--- config.mk ---
export PLATFORM = sky130hd
export DESIGN_NAME = button_request_arbiter_flat
export DESIGN_NICKNAME = d
export VERILOG_FILES = /design/src/rtl/button_request_arbiter_if.sv /design/src/rtl/button_request_arbiter.sv /design/src/flat_wrapper.sv
export SDC_FILE = /design/constraint.sdc
export NUM_CORES = 1
export LEC_CHECK = 0
export ABC_AREA = 1
export CAP_MARGIN = 20
export CORE_ASPECT_RATIO = 1.75
export CORE_MARGIN = 3
export CORE_UTILIZATION = 35
export CTS_CLUSTER_DIAMETER = 100
export DETAILED_ROUTE_END_ITERATION = 12
export HOLD_SLACK_MARGIN = 0.06
export PLACE_DENSITY_LB_ADDON = 0.2
export REMOVE_ABC_BUFFERS = 1
export SLEW_MARGIN = 20
export SYNTH_ARGS = -nofsm -noshare
export SYNTH_HDL_FRONTEND = slang
export SYNTH_HIERARCHICAL = 1
export SYNTH_SLANG_ARGS = --single-unit
--- constraint.sdc ---
create_clock -name clk -period 9.5 [get_ports clk]
set_clock_uncertainty 0.1 [all_clocks]
set_input_delay 1.9 -clock clk [delete_from_list [all_inputs] [get_ports clk]]
set_output_delay 1.9 -clock clk [all_outputs]
set_load 0.01 [all_outputs]
--- src/rtl/button_request_arbiter_if.sv ---
// Button/LED bus for button_request_arbiter.
//   buttons : raw active-low push-buttons (0 = pressed), asynchronous
//   switch  : policy select, asynchronous (1 = fixed priority, 0 = round robin)
//   led     : {0, grant_idx+1} while granted, 0 otherwise
//   busy    : high while a grant is being shown
interface button_request_arbiter_if #(
  parameter int N = 8
);
  logic [N-1:0] buttons;
  logic         switch;
  logic [7:0]   led;
  logic         busy;

  modport master (output buttons, output switch, input led, input busy);
  modport slave  (input buttons, input switch, output led, output busy);
endinterface

--- src/rtl/button_request_arbiter.sv ---
// button_request_arbiter: arbitrates one 8-bit LED display among N active-low
// push-buttons. Each button is synchronized and debounced; a debounced press
// latches a pending request. An IDLE/GRANT/GAP FSM grants one request at a time
// (fixed priority or round robin, chosen by the synchronized switch) and shows
// index+1 on led for HOLD_CYCLES cycles, followed by a one-cycle gap.
//   clk     : rising-edge clock
//   reset_n : asynchronous active-low reset
//   bus     : slave side of button_request_arbiter_if (buttons, switch, led, busy)

// Per-button 2-flop synchronizer + debouncer. fall pulses for one cycle after
// the debounced level goes 1->0.
module button_debounce #(
  parameter int DEBOUNCE_CYCLES = 4
) (
  input  logic clk,
  input  logic reset_n,
  input  logic raw_n,
  output logic fall
);
  localparam int CW = $clog2(DEBOUNCE_CYCLES + 1);

  logic          s1, s2, deb, deb_d;
  logic [CW-1:0] cnt;

  always_ff @(posedge clk or negedge reset_n) begin
    if (!reset_n) begin
      s1    <= 1'b1;
      s2    <= 1'b1;
      deb   <= 1'b1;
      deb_d <= 1'b1;
      cnt   <= '0;
    end else begin
      s1    <= raw_n;
      s2    <= s1;
      deb_d <= deb;
      if (s2 != deb) begin
        // Flip on the DEBOUNCE_CYCLES-th consecutive differing cycle.
        if (cnt == CW'(DEBOUNCE_CYCLES - 1)) begin
          deb <= s2;
          cnt <= '0;
        end else begin
          cnt <= cnt + CW'(1);
        end
      end else begin
        cnt <= '0;
      end
    end
  end

  assign fall = deb_d & ~deb;
endmodule

module button_request_arbiter #(
  parameter int N               = 8,
  parameter int DEBOUNCE_CYCLES = 4,
  parameter int HOLD_CYCLES     = 8
) (
  input logic                      clk,
  input logic                      reset_n,
  button_request_arbiter_if.slave  bus
);
  localparam int IW = $clog2(N);
  localparam int HW = (HOLD_CYCLES > 1) ? $clog2(HOLD_CYCLES) : 1;

  typedef enum logic [1:0] {IDLE, GRANT, GAP} state_t;

  state_t        state;
  logic [N-1:0]  fall, pend, clr;
  logic [IW-1:0] ptr, win;
  logic [HW-1:0] hold_cnt;
  logic          sw1, sw2;
  logic [7:0]    led_q;
  logic          busy_q;
  logic          grant_now;
  logic          found;
  int            j;

  genvar g;
  generate
    for (g = 0; g < N; g++) begin : g_btn
      button_debounce #(.DEBOUNCE_CYCLES(DEBOUNCE_CYCLES)) u_db (
        .clk     (clk),
        .reset_n (reset_n),
        .raw_n   (bus.buttons[g]),
        .fall    (fall[g])
      );
    end
  endgenerate

  // Winner select: fixed = highest pending index; round robin = first pending
  // searching downward from ptr with wrap.
  always_comb begin
    win   = '0;
    found = 1'b0;
    j     = 0;
    if (sw2) begin
      for (int i = 0; i < N; i++)
        if (pend[i]) win = IW'(i);
    end else begin
      for (int k = 0; k < N; k++) begin
        j = int'(ptr) - k;
        if (j < 0) j = j + N;
        if (!found && pend[j]) begin
          win   = IW'(j);
          found = 1'b1;
        end
      end
    end
  end

  assign grant_now = (state == IDLE) && (pend != '0);
  assign clr       = grant_now ? (N'(1) << win) : '0;

  always_ff @(posedge clk or negedge reset_n) begin
    if (!reset_n) begin
      sw1  <= 1'b0;
      sw2  <= 1'b0;
      pend <= '0;
    end else begin
      sw1  <= bus.switch;
      sw2  <= sw1;
      // A new press in the same cycle as its clear keeps the request pending.
      pend <= (pend & ~clr) | fall;
    end
  end

  always_ff @(posedge clk or negedge reset_n) begin
    if (!reset_n) begin
      state    <= IDLE;
      ptr      <= IW'(N - 1);
      hold_cnt <= '0;
      led_q    <= '0;
      busy_q   <= 1'b0;
    end else begin
      case (state)
        IDLE: if (grant_now) begin
          hold_cnt <= HW'(HOLD_CYCLES - 1);
          led_q    <= 8'(win) + 8'd1;
          busy_q   <= 1'b1;
          ptr      <= (win == '0) ? IW'(N - 1) : win - IW'(1);
          state    <= GRANT;
        end
        GRANT: if (hold_cnt == '0) begin
          led_q  <= '0;
          busy_q <= 1'b0;
          state  <= GAP;
        end else begin
          hold_cnt <= hold_cnt - HW'(1);
        end
        GAP:     state <= IDLE;
        default: state <= IDLE;
      endcase
    end
  end

  assign bus.led  = led_q;
  assign bus.busy = busy_q;
endmodule

--- src/flat_wrapper.sv ---
// flat-port wrapper written by rule: the top's interface ports become plain ports
module button_request_arbiter_flat 
#(
  parameter int N               = 8,
  parameter int DEBOUNCE_CYCLES = 4,
  parameter int HOLD_CYCLES     = 8
)
  (clk, reset_n, bus_buttons, bus_switch, bus_led, bus_busy);
  button_request_arbiter_if #(.N(N)) bus_i ();
  input logic clk;
  input logic reset_n;
  input wire logic [$bits(bus_i.buttons)-1:0] bus_buttons;
  input wire logic [$bits(bus_i.switch)-1:0] bus_switch;
  output wire logic [$bits(bus_i.led)-1:0] bus_led;
  output wire logic [$bits(bus_i.busy)-1:0] bus_busy;
  assign bus_i.buttons = bus_buttons;
  assign bus_i.switch = bus_switch;
  assign bus_led = bus_i.led;
  assign bus_busy = bus_i.busy;
  button_request_arbiter #(.N(N), .DEBOUNCE_CYCLES(DEBOUNCE_CYCLES), .HOLD_CYCLES(HOLD_CYCLES)) u_core (.clk(clk), .reset_n(reset_n), .bus(bus_i));
endmodule
## After elaboration in Yosys (flattened, before gate mapping)

Index checks and enable logic that the tools add are counted.

- Bitwise logic cells: 19
- Shift-type cells: 1
- Magnitude comparators: 16
- Equality and inequality tests: 20
- Reductions and logical operators: 32
- Add/subtract/negate cells: 26
- Muxes and demuxes: 100

Operators with widths:

| operator | number |
|---|---|
| $mux 32 | 16 |
| $lt 32x5->1 const B | 8 |
| $add 32x5->32 const B | 7 |
| $lt 32x1->1 const B | 7 |
| $mux 3 | 32 |
| $mux 1 | 33 |
| $add 3x1->3 const B | 8 |
| $bmux 1 s3 | 8 |
| $eq 3x2->1 const B | 8 |
| $mux 8 | 3 |
| $reduce_and 2->1 | 10 |
| $pmux 8 s2 | 1 |
| $sub 3x3->4 const B | 4 |
| $and 1x1->1 | 8 |
| $and 8x8->8 | 1 |
| $logic_and 1x1->1 | 8 |
| $mux 2 | 4 |
| $ne 1x1->1 | 8 |
| $not 1->1 | 8 |
| $not 8->8 | 1 |
| $or 8x8->8 | 1 |
| $reduce_bool 8->1 | 1 |
| $shl 1x3->8 const A | 1 |
| $sub 3x2->4 const B | 2 |
| other kinds (16) | 26 |

- Logic and storage cells: 262
- Bits of input ports: 11
- Bits in registers: 83
- Output and inout port bits: 9

## Logic depth before layout (Yosys ltp)

Gate-level depths: netlist (run 1).

- Word-level depth: 41
- Depth in mapped cells: 20
- Depth with buffers taken out: 20

## Modules after synthesis

The synthesis (run 1) kept the hierarchy.

By module, submodules not included:

| module | instances | cells each | seq. area each (um^2) | area each (um^2) |
|---|---|---|---|---|
| button_debounce | 8 | 28 | 180.2 | 271.5 |
| button_request_arbiter | 1 | 265 | 579.3 | 1924.3 |

## Least setup slack after synthesis (run 1)

Ideal clock, no wire load.

- Path type: register -> register
- Start: reg u_core.ptr[0]
- End: reg u_core.pend[3]
- Setup slack: 6510 ps
- Library setup time: 118 ps
- Stages on the path, launching flop included: 18
- Period minus slack after synthesis: 2990 ps
- Buffers on the path: 0
- Data arrival time: 2772 ps
- Required time: 9282 ps
- Cell sequence: dfstp_2 -> inv_2 -> ha_1 -> inv_1 -> nand3_1 -> nand3_2 -> nand2_2 -> nor2_8 -> nand4_4 -> nor2_4 -> nand3_2 -> a21oi_2 -> nor2_1 -> nor2_1 -> ha_1 -> ha_1 -> nand2_1 -> a21o_1

- Word-level cells in the longest chain between the ends: 41
- Elaborated cells between the ends (all ways): 105
- Classes of those cells: add/sub (15); order compare (8); shift (1); mux (64); bitwise (3); reduce/logical (14)

Ends and longest elaborated chain:

| element | RTL line | text |
|---|---|---|
| from (decl) | button_request_arbiter.sv:69 | `logic [IW-1:0] ptr, win;` |
| from (signal assigned) | button_request_arbiter.sv:130 | `ptr <= IW'(N - 1);` |
| from (signal assigned) | button_request_arbiter.sv:140 | `ptr <= (win == '0) ? IW'(N - 1) : win - IW'(1);` |
| parallel branches: the longest is 34 deep, another holds $add 32x5->32 | - |  |
| $mux 3 (*) | button_request_arbiter.sv:103 | `if (!found && pend[j]) begin` |
| $mux 3 (*) | button_request_arbiter.sv:96 | `if (sw2) begin` |
| $shl 1x3->8 (*) | button_request_arbiter.sv:112 | `assign clr = grant_now ? (N'(1) << win) : '0;` |
| $mux 8 (*) | button_request_arbiter.sv:112 |  |
| $not 8->8 (*) | button_request_arbiter.sv:123 | `pend <= (pend & ~clr) \| fall;` |
| $and 8x8->8 (*) | button_request_arbiter.sv:123 |  |
| $or 8x8->8 (*) | button_request_arbiter.sv:123 |  |
| to (signal assigned) | button_request_arbiter.sv:123 |  |
| to (decl) | button_request_arbiter.sv:68 | `logic [N-1:0] fall, pend, clr;` |

Every way passes the cells marked *. The select of a mux whose other input is x is not followed.
A chain may end at the register's enable or synchronous reset.

## Final worst setup path (run 1)

- Start: reg u_core.ptr[1]
- End: reg u_core.led_q[2] (netlist: u_core/bus.led[2])

- Word-level cells in the longest chain between the ends: 39
- Elaborated cells between the ends (all ways): 103
- Classes of those cells: add/sub (16); order compare (8); mux (65); reduce/logical (14)

Ends and longest elaborated chain:

| element | RTL line | text |
|---|---|---|
| parallel branches: the longest is 34 deep, another holds $add 32x5->32 | - |  |
| $mux 3 (*) | button_request_arbiter.sv:103 |  |
| $mux 3 (*) | button_request_arbiter.sv:96 |  |
| $add 3x1->4 (*) | button_request_arbiter.sv:138 | `led_q <= 8'(win) + 8'd1;` |
| $mux 8 (*) | button_request_arbiter.sv:136 | `IDLE: if (grant_now) begin` |
| $pmux 8 s2 (*) | button_request_arbiter.sv:135 | `case (state)` |
| to (signal assigned) | button_request_arbiter.sv:138 |  |
| to (decl) | button_request_arbiter.sv:72 | `logic [7:0] led_q;` |

Marked as above.

==> results of run 1 <==
[routing by layer]
| metal | GRT usage [%] | wire, um |
|---|---|---|
| met2 | 24.2 | 4380 |
| met5 | 0 | 0 |
| met1 | 14.0 | 2850 |
| met4 | 8.60 | 394 |
| met3 | 2.38 | 212 |
[worst max-delay path: stages, from the launching register on]
cell,delay (ns)
dfstp_2,0.69
inv_1,0.20
ha_1,0.42
inv_1,0.20
nand3_1,0.14
nand3_2,0.11
nand2_2,0.11
nor2_8,0.13
nand4_4,0.11
nor2_4,0.17
nand2_2,0.08
nand3_1,0.09
nand2_1,0.07
nand2_2,0.08
nor2_1,0.04
nor2_1,0.17
ha_1,0.22
ha_1,0.24
o21ai_0,0.17
[Yosys cell counts, drive strengths merged, types with 3 or more instances]
library cell	number	share of area, %
o21ai	8	0.98
dfrtp	44	27
ha	18	5.5
nand2	155	16
xor2	3	0.64
nand3	49	7.7
a21oi	7	0.95
xnor2	3	0.82
dfstp	35	22
o21bai	4	0.82
inv	82	7.5
nand4	3	0.82
nor2	59	6.0
buf	7	1.5
[registers in the layout, indices dropped and copies added (netlist names)]
register / count
u_core/g_btn.u_db/s1: 8
u_core/hold_cnt: 3
u_core/sw2: 1
u_core/bus.busy: 1
u_core/pend: 8
u_core/g_btn.u_db/s2: 8
u_core/g_btn.u_db/deb: 8
u_core/g_btn.u_db/deb_d: 8
u_core/sw1: 1
u_core/bus.led: 4
u_core/g_btn.u_db/cnt: 24
u_core/ptr: 3
u_core/state: 2
[cells by family after synthesis]
| family | count (synthesis) |
|---|---|
| xor+xnor | 6 |
| simple gates | 271 |
| compound gates | 24 |
| flops | 79 |
| other cells | 1 |
| fa+ha+maj | 18 |
| buf+inv | 90 |
[cell type report]
type	count	area (sq um)	share of cell area, %
repair buffers	15	148	3.18
clock buffers	10	229	4.93
flip-flops and latches	79	2020	43.5
multi-input cells	323	1720	36.9
well taps	132	165	3.55
clock inverters	6	61.3	1.32
inverters	82	308	6.62
[how the worst max path moves through the flow]
stage	slack, ns	endpoint	depth (start not counted)
floorplan	6.32	u_core/pend[3]$_DFF_PN0_	19
global placement	5.97	u_core/bus.led[2]$_DFFE_PN0P_	17
detailed placement	5.85	u_core/bus.led[2]$_DFFE_PN0P_	18
CTS	5.83	u_core/bus.led[2]$_DFFE_PN0P_	18
global route	5.52	u_core/pend[3]$_DFF_PN0_	19
finish	5.86	u_core/bus.led[2]$_DFFE_PN0P_	18
[power groups by stage]
stage | logic (W) | clock network, W | registers [W]
2_1_floorplan | 0.000634 | 0 | 0.000538
3_3_place_gp | 0.000818 | 0 | 0.000555
3_5_place_dp | 0.000826 | 0 | 0.000561
4_1_cts | 0.000830 | 0.000343 | 0.000556
5_1_grt | 0.000941 | 0.000358 | 0.000569
6_report | 0.000818 | 0.000330 | 0.000554
[metrics by stage]
step / setup slack [ns] / cells
after floorplan: 6.32 / 484
after global placement: 5.97 / 631
after detailed placement: 5.85 / 631
after CTS: 5.83 / 647
after global routing: 5.52 / 647
final: 5.86 / 647
==> out/metrics.cfg, run 1 <==
[sta]
fmax_mhz=275
max_slew_margin_pct=36.4
worst_pin_slew_ns=0.954
whs_ns=0.254
finalHoldViolCount=0
post-route-min-period_ns=3.64
slew_viol_final=0
finalCritPeriodShare_pct=38.3
fin_setup_tns_ns=0
setup_viol=0
rsz0062_at_grt=no

[cts]
clk_transition_reported_paths_ns=0.06
cts_hold_buffers=0
cts-resized-gates=0
clk_latency_ns=0.33
cts_setup_buffers=0
cts.sinks=79
cts_tree=built
cts_max_path_buffers=2
h-tree-depth=3
numCtsBuffers=9
cts-root-buf=clkbuf_16

[cells_and_area]
mostFrequentLayoutCell=nand2_1
diodes=0
area_growth_pct=13.4
nets=539
num-fill-cells=1120
drive_gt1_share_pct=17.5
stdcell_area_sq_mm=0.00465
fin_util_pct=41.1
final_cell_mix=nand2_1 (139), inv_1 (80), nor2_1 (56), dfrtp_1 (44), nand3_1 (38)

[die]
die_x_um=87.8
core_area_sq_mm=0.0113
dieArea_sq_mm=0.0131
rows=51
initial_core_util_pct=36.3
ios=20
die_h_um=149

[power]
switching_power_w=0.000743
clockPowerShare_pct=19.4
vdd_ir_drop_max_mv=0.154
p_comb_share_pct=48.1
finalPower_w=0.00170
switching_share_pct=43.7
pwr-share-seq_pct=32.5
p_per_area_mw_per_mm2=366
p_int_w=0.000958
cellLeakagePower_nw=2.34

[grt]
antenna_found_initial=0
grt_overflow_total=0
grt_pass1_wl_um=13700
grt_use_total_pct=13.5
grt_pass1_vias=3057
grt_max_degree=80

[worst_hold_path]
worstHoldStart=u_core/g_btn[3].u_db/s1$_DFF_PN1_
hold_class=reg2reg
min_path_cells=0
worstHoldEndpoint=u_core/g_btn[3].u_db/s2$_DFF_PN1_

[setup_path]
rrSetupSlack_ns=5.86
end_kind=flop
startpoint=u_core/ptr[1]$_DFFE_PN1P_
required_ns=9.64
worst-endpoint-arrival_ns=3.78
cp-start-kind=flop
r2r_cells=18
crit_path_max_fanout=12
path_class=reg2reg
timing.rr.end=u_core/bus.led[2]$_DFFE_PN0P_
r2r_start=u_core/ptr[1]$_DFFE_PN1P_

[yosys]
synth_compound_area_share_pct=3.63
synth-async-reset-ratio_pct=100
synth_fa_ha_area_share_pct=5.50
synth_area_sq_mm=0.00410
ys_seq_area_share_pct=49.3
synthFlopType=dfrtp_1
ys_types=39
synth_edf_count=0
synth_simple_gate_area_share_pct=30.9
synthCells=489
synth.avg_cell_area_sq_um=8.38
yosys_warnings=6
ys_seq_elements=79
synth.area.mux_share_pct=0
synth_top_family_by_area=simple AND/OR/NAND/NOR gates
synth_xor_area_share_pct=1.47

[route]
vias=2984
drc=0
finalWirelength_um=7830
vias_per_cell=4.61
drtPass1Iterations=6
drtIter0Drc=138
post_drt_wl_per_cell_um=12.1
ant_nets=0

[status]
status=completed

[place]
post_dp_cell_area_sq_mm=0.00436
port_buffers=15
gp_congestion=0.882
dpl.hpwl_um=5970

[flow_run]
max-cap-violations=0

No activity file was read; power rests on OpenSTA's default activity.
==> run 2: changes to the inputs <==
==> constraint.sdc (replaced) <==
create_clock -name clk -period 3.4 [get_ports clk]
set_clock_uncertainty 0.1 [all_clocks]
set_input_delay 0.68 -clock clk [delete_from_list [all_inputs] [get_ports clk]]
set_output_delay 0.68 -clock clk [all_outputs]
set_load 0.01 [all_outputs]
==> out/metrics.cfg, run 2 (synthesis gave the netlist of run 1 again) <==
[setup_path]
cp_common_cell=nand2_2
cp-start-kind=flop
slowest_delay_ns=0.53
crit_path_max_fanout=9
critPathTopFamily=simple AND/OR/NAND/NOR gates
end_kind=flop
worst-endpoint-arrival_ns=3.19
path_buf_inv=2
path_class=reg2reg
required_ns=3.54
cp_slowest_cell=dfstp_2
crit_chain=inv_2 -> ha_4 -> inv_2 -> nand3_1 -> nand3_2 -> nand2_2 -> nor2_8 -> nand4_4 -> nor2_4 -> nand2_2 -> nand3_1 -> nand2_1 -> nand2_2 -> nor2_1 -> nor2_1 -> ha_1 -> ha_1 -> o21ai_0

[cells_and_area]
diodes=0
regMostFlops=u_core/g_btn.u_db/cnt
fin_util_pct=41.7
area_growth_pct=15.1
mostFrequentLayoutCell=nand2_1
largest_reg_flops=24
nets=542
drive_gt1_share_pct=18.7
stdcell_area_sq_mm=0.00471
final_cell_mix=nand2_1 (138), inv_1 (79), nor2_1 (56), dfrtp_1 (44), nand3_1 (38)

[power]
p_per_area_mw_per_mm2=1040
vdd_ir_drop_max_mv=0.409
finalPower_w=0.00489
cellLeakagePower_nw=2.36

[cts]
cts_max_path_buffers=2
cts_setup_buffers=0
clk_latency_ns=0.33
numCtsBuffers=9
h-tree-depth=3
cts_tree=built
cts-root-buf=clkbuf_16
clk_transition_reported_paths_ns=0.06
cts.sinks=79
cts_hold_buffers=0

[place]
post_dp_cell_area_sq_mm=0.00438
dp_slack_ns=0.157
port_buffers=15
gp_congestion=0.879
dpl.hpwl_um=5910

[grt]
grt_overflow_total=0
grt_pass1_wl_um=13500
antenna_found_initial=0
grt_use_total_pct=13.2
grt_pass1_vias=3093
grt_max_degree=80

[sta]
finalHoldViolCount=0
fmax_mhz=328
worst_pin_slew_ns=0.960
post-route-min-period_ns=3.05
finalCritPeriodShare_pct=89.7
worst_slack_ns=0.349
fin_setup_tns_ns=0
max_slew_margin_pct=36.0
setup_viol=0
slew_viol_final=0
rsz0062_at_grt=no

[die]
die_x_um=87.8
initial_core_util_pct=36.3
die_h_um=149
ios=20
rows=51
dieArea_sq_mm=0.0131
core_area_sq_mm=0.0113

[status]
status=completed

[route]
post_drt_wl_per_cell_um=11.7
drtIter0Drc=122
drc=0
vias_per_cell=4.62
drt-met1-wl_um=2790
ant_nets=0
route.met2.wl_um=4310
routed-wl-met3_um=165
vias=3002
finalWirelength_um=7630
top_layer_used=met4
drtPass1Iterations=4

[worst_hold_path]
hold_class=reg2reg

[flow_run]
max-cap-violations=0

==> run 2: power breakdown <==
part / total [W] / switching, W / internal, W
combinational: 0.00239 / 0.00152 / 0.000871
sequential: 0.00151 / 0.000220 / 0.00129
clock: 0.000991 / 0.000351 / 0.000639
==> run 2: worst register-to-register path: stages (launching register included) <==
cell and delay [ns]:
dfstp_2 0.53, inv_2 0.08, ha_4 0.28, inv_2 0.10, nand3_1 0.13, nand3_2 0.11
nand2_2 0.11, nor2_8 0.12, nand4_4 0.11, nor2_4 0.16, nand2_2 0.08, nand3_1 0.09
nand2_1 0.06, nand2_2 0.07, nor2_1 0.04, nor2_1 0.18, ha_1 0.20, ha_1 0.24
o21ai_0 0.17
==> run 2: final cells by class <==
cell class | count | area, sq um
clock buffer | 10 | 229
clock inverter | 6 | 85.1
fill | 1133 | 6580
inverter | 82 | 308
multi-input combinational | 323 | 1740
sequential | 79 | 2020
tap | 132 | 165
timing repair buffer | 18 | 170
==> run 2: final timing paths <==
kind                                      startpoint                                     to  slack (ns)  depth (start not counted)
max reg2reg                u_core/ptr[0]$_DFFE_PN1P_          u_core/bus.led[2]$_DFFE_PN0P_        0.35                         18
min in group asynchronous                    reset_n  u_core/g_btn[0].u_db/cnt[1]$_DFF_PN0_        0.39                          1
min                             u_core/sw1$_DFF_PN0_                   u_core/sw2$_DFF_PN0_        0.25                          0
max                        u_core/ptr[0]$_DFFE_PN1P_          u_core/bus.led[2]$_DFFE_PN0P_        0.35                         18
max in group asynchronous                    reset_n  u_core/g_btn[3].u_db/cnt[2]$_DFF_PN0_        2.17                          1
min reg2reg                     u_core/sw1$_DFF_PN0_                   u_core/sw2$_DFF_PN0_        0.25                          0
==> run 2: repair_timing <==
| item | 4_1_cts | 5_1_grt |
|---|---|---|
| resized for setup | 0 | 5 |
| hold endpoints to repair | 0 | 0 |
| endpoints found under the setup margin | 0 | 11 |
==> run 2: metal layers <==
layer,up-vias,track usage (%)
met3,23,2.38
li1,1535,-
met4,0,8.06
met5,-,0
met1,1407,13.3
met2,37,24.3
==> run 2: per-stage QoR <==
step                      hold WS (ns)  instances
after floorplan                  0.231        484
after global placement           0.234        634
after detailed placement         0.235        634
after CTS                        0.248        650
after global routing             0.249        650
final                            0.247        650
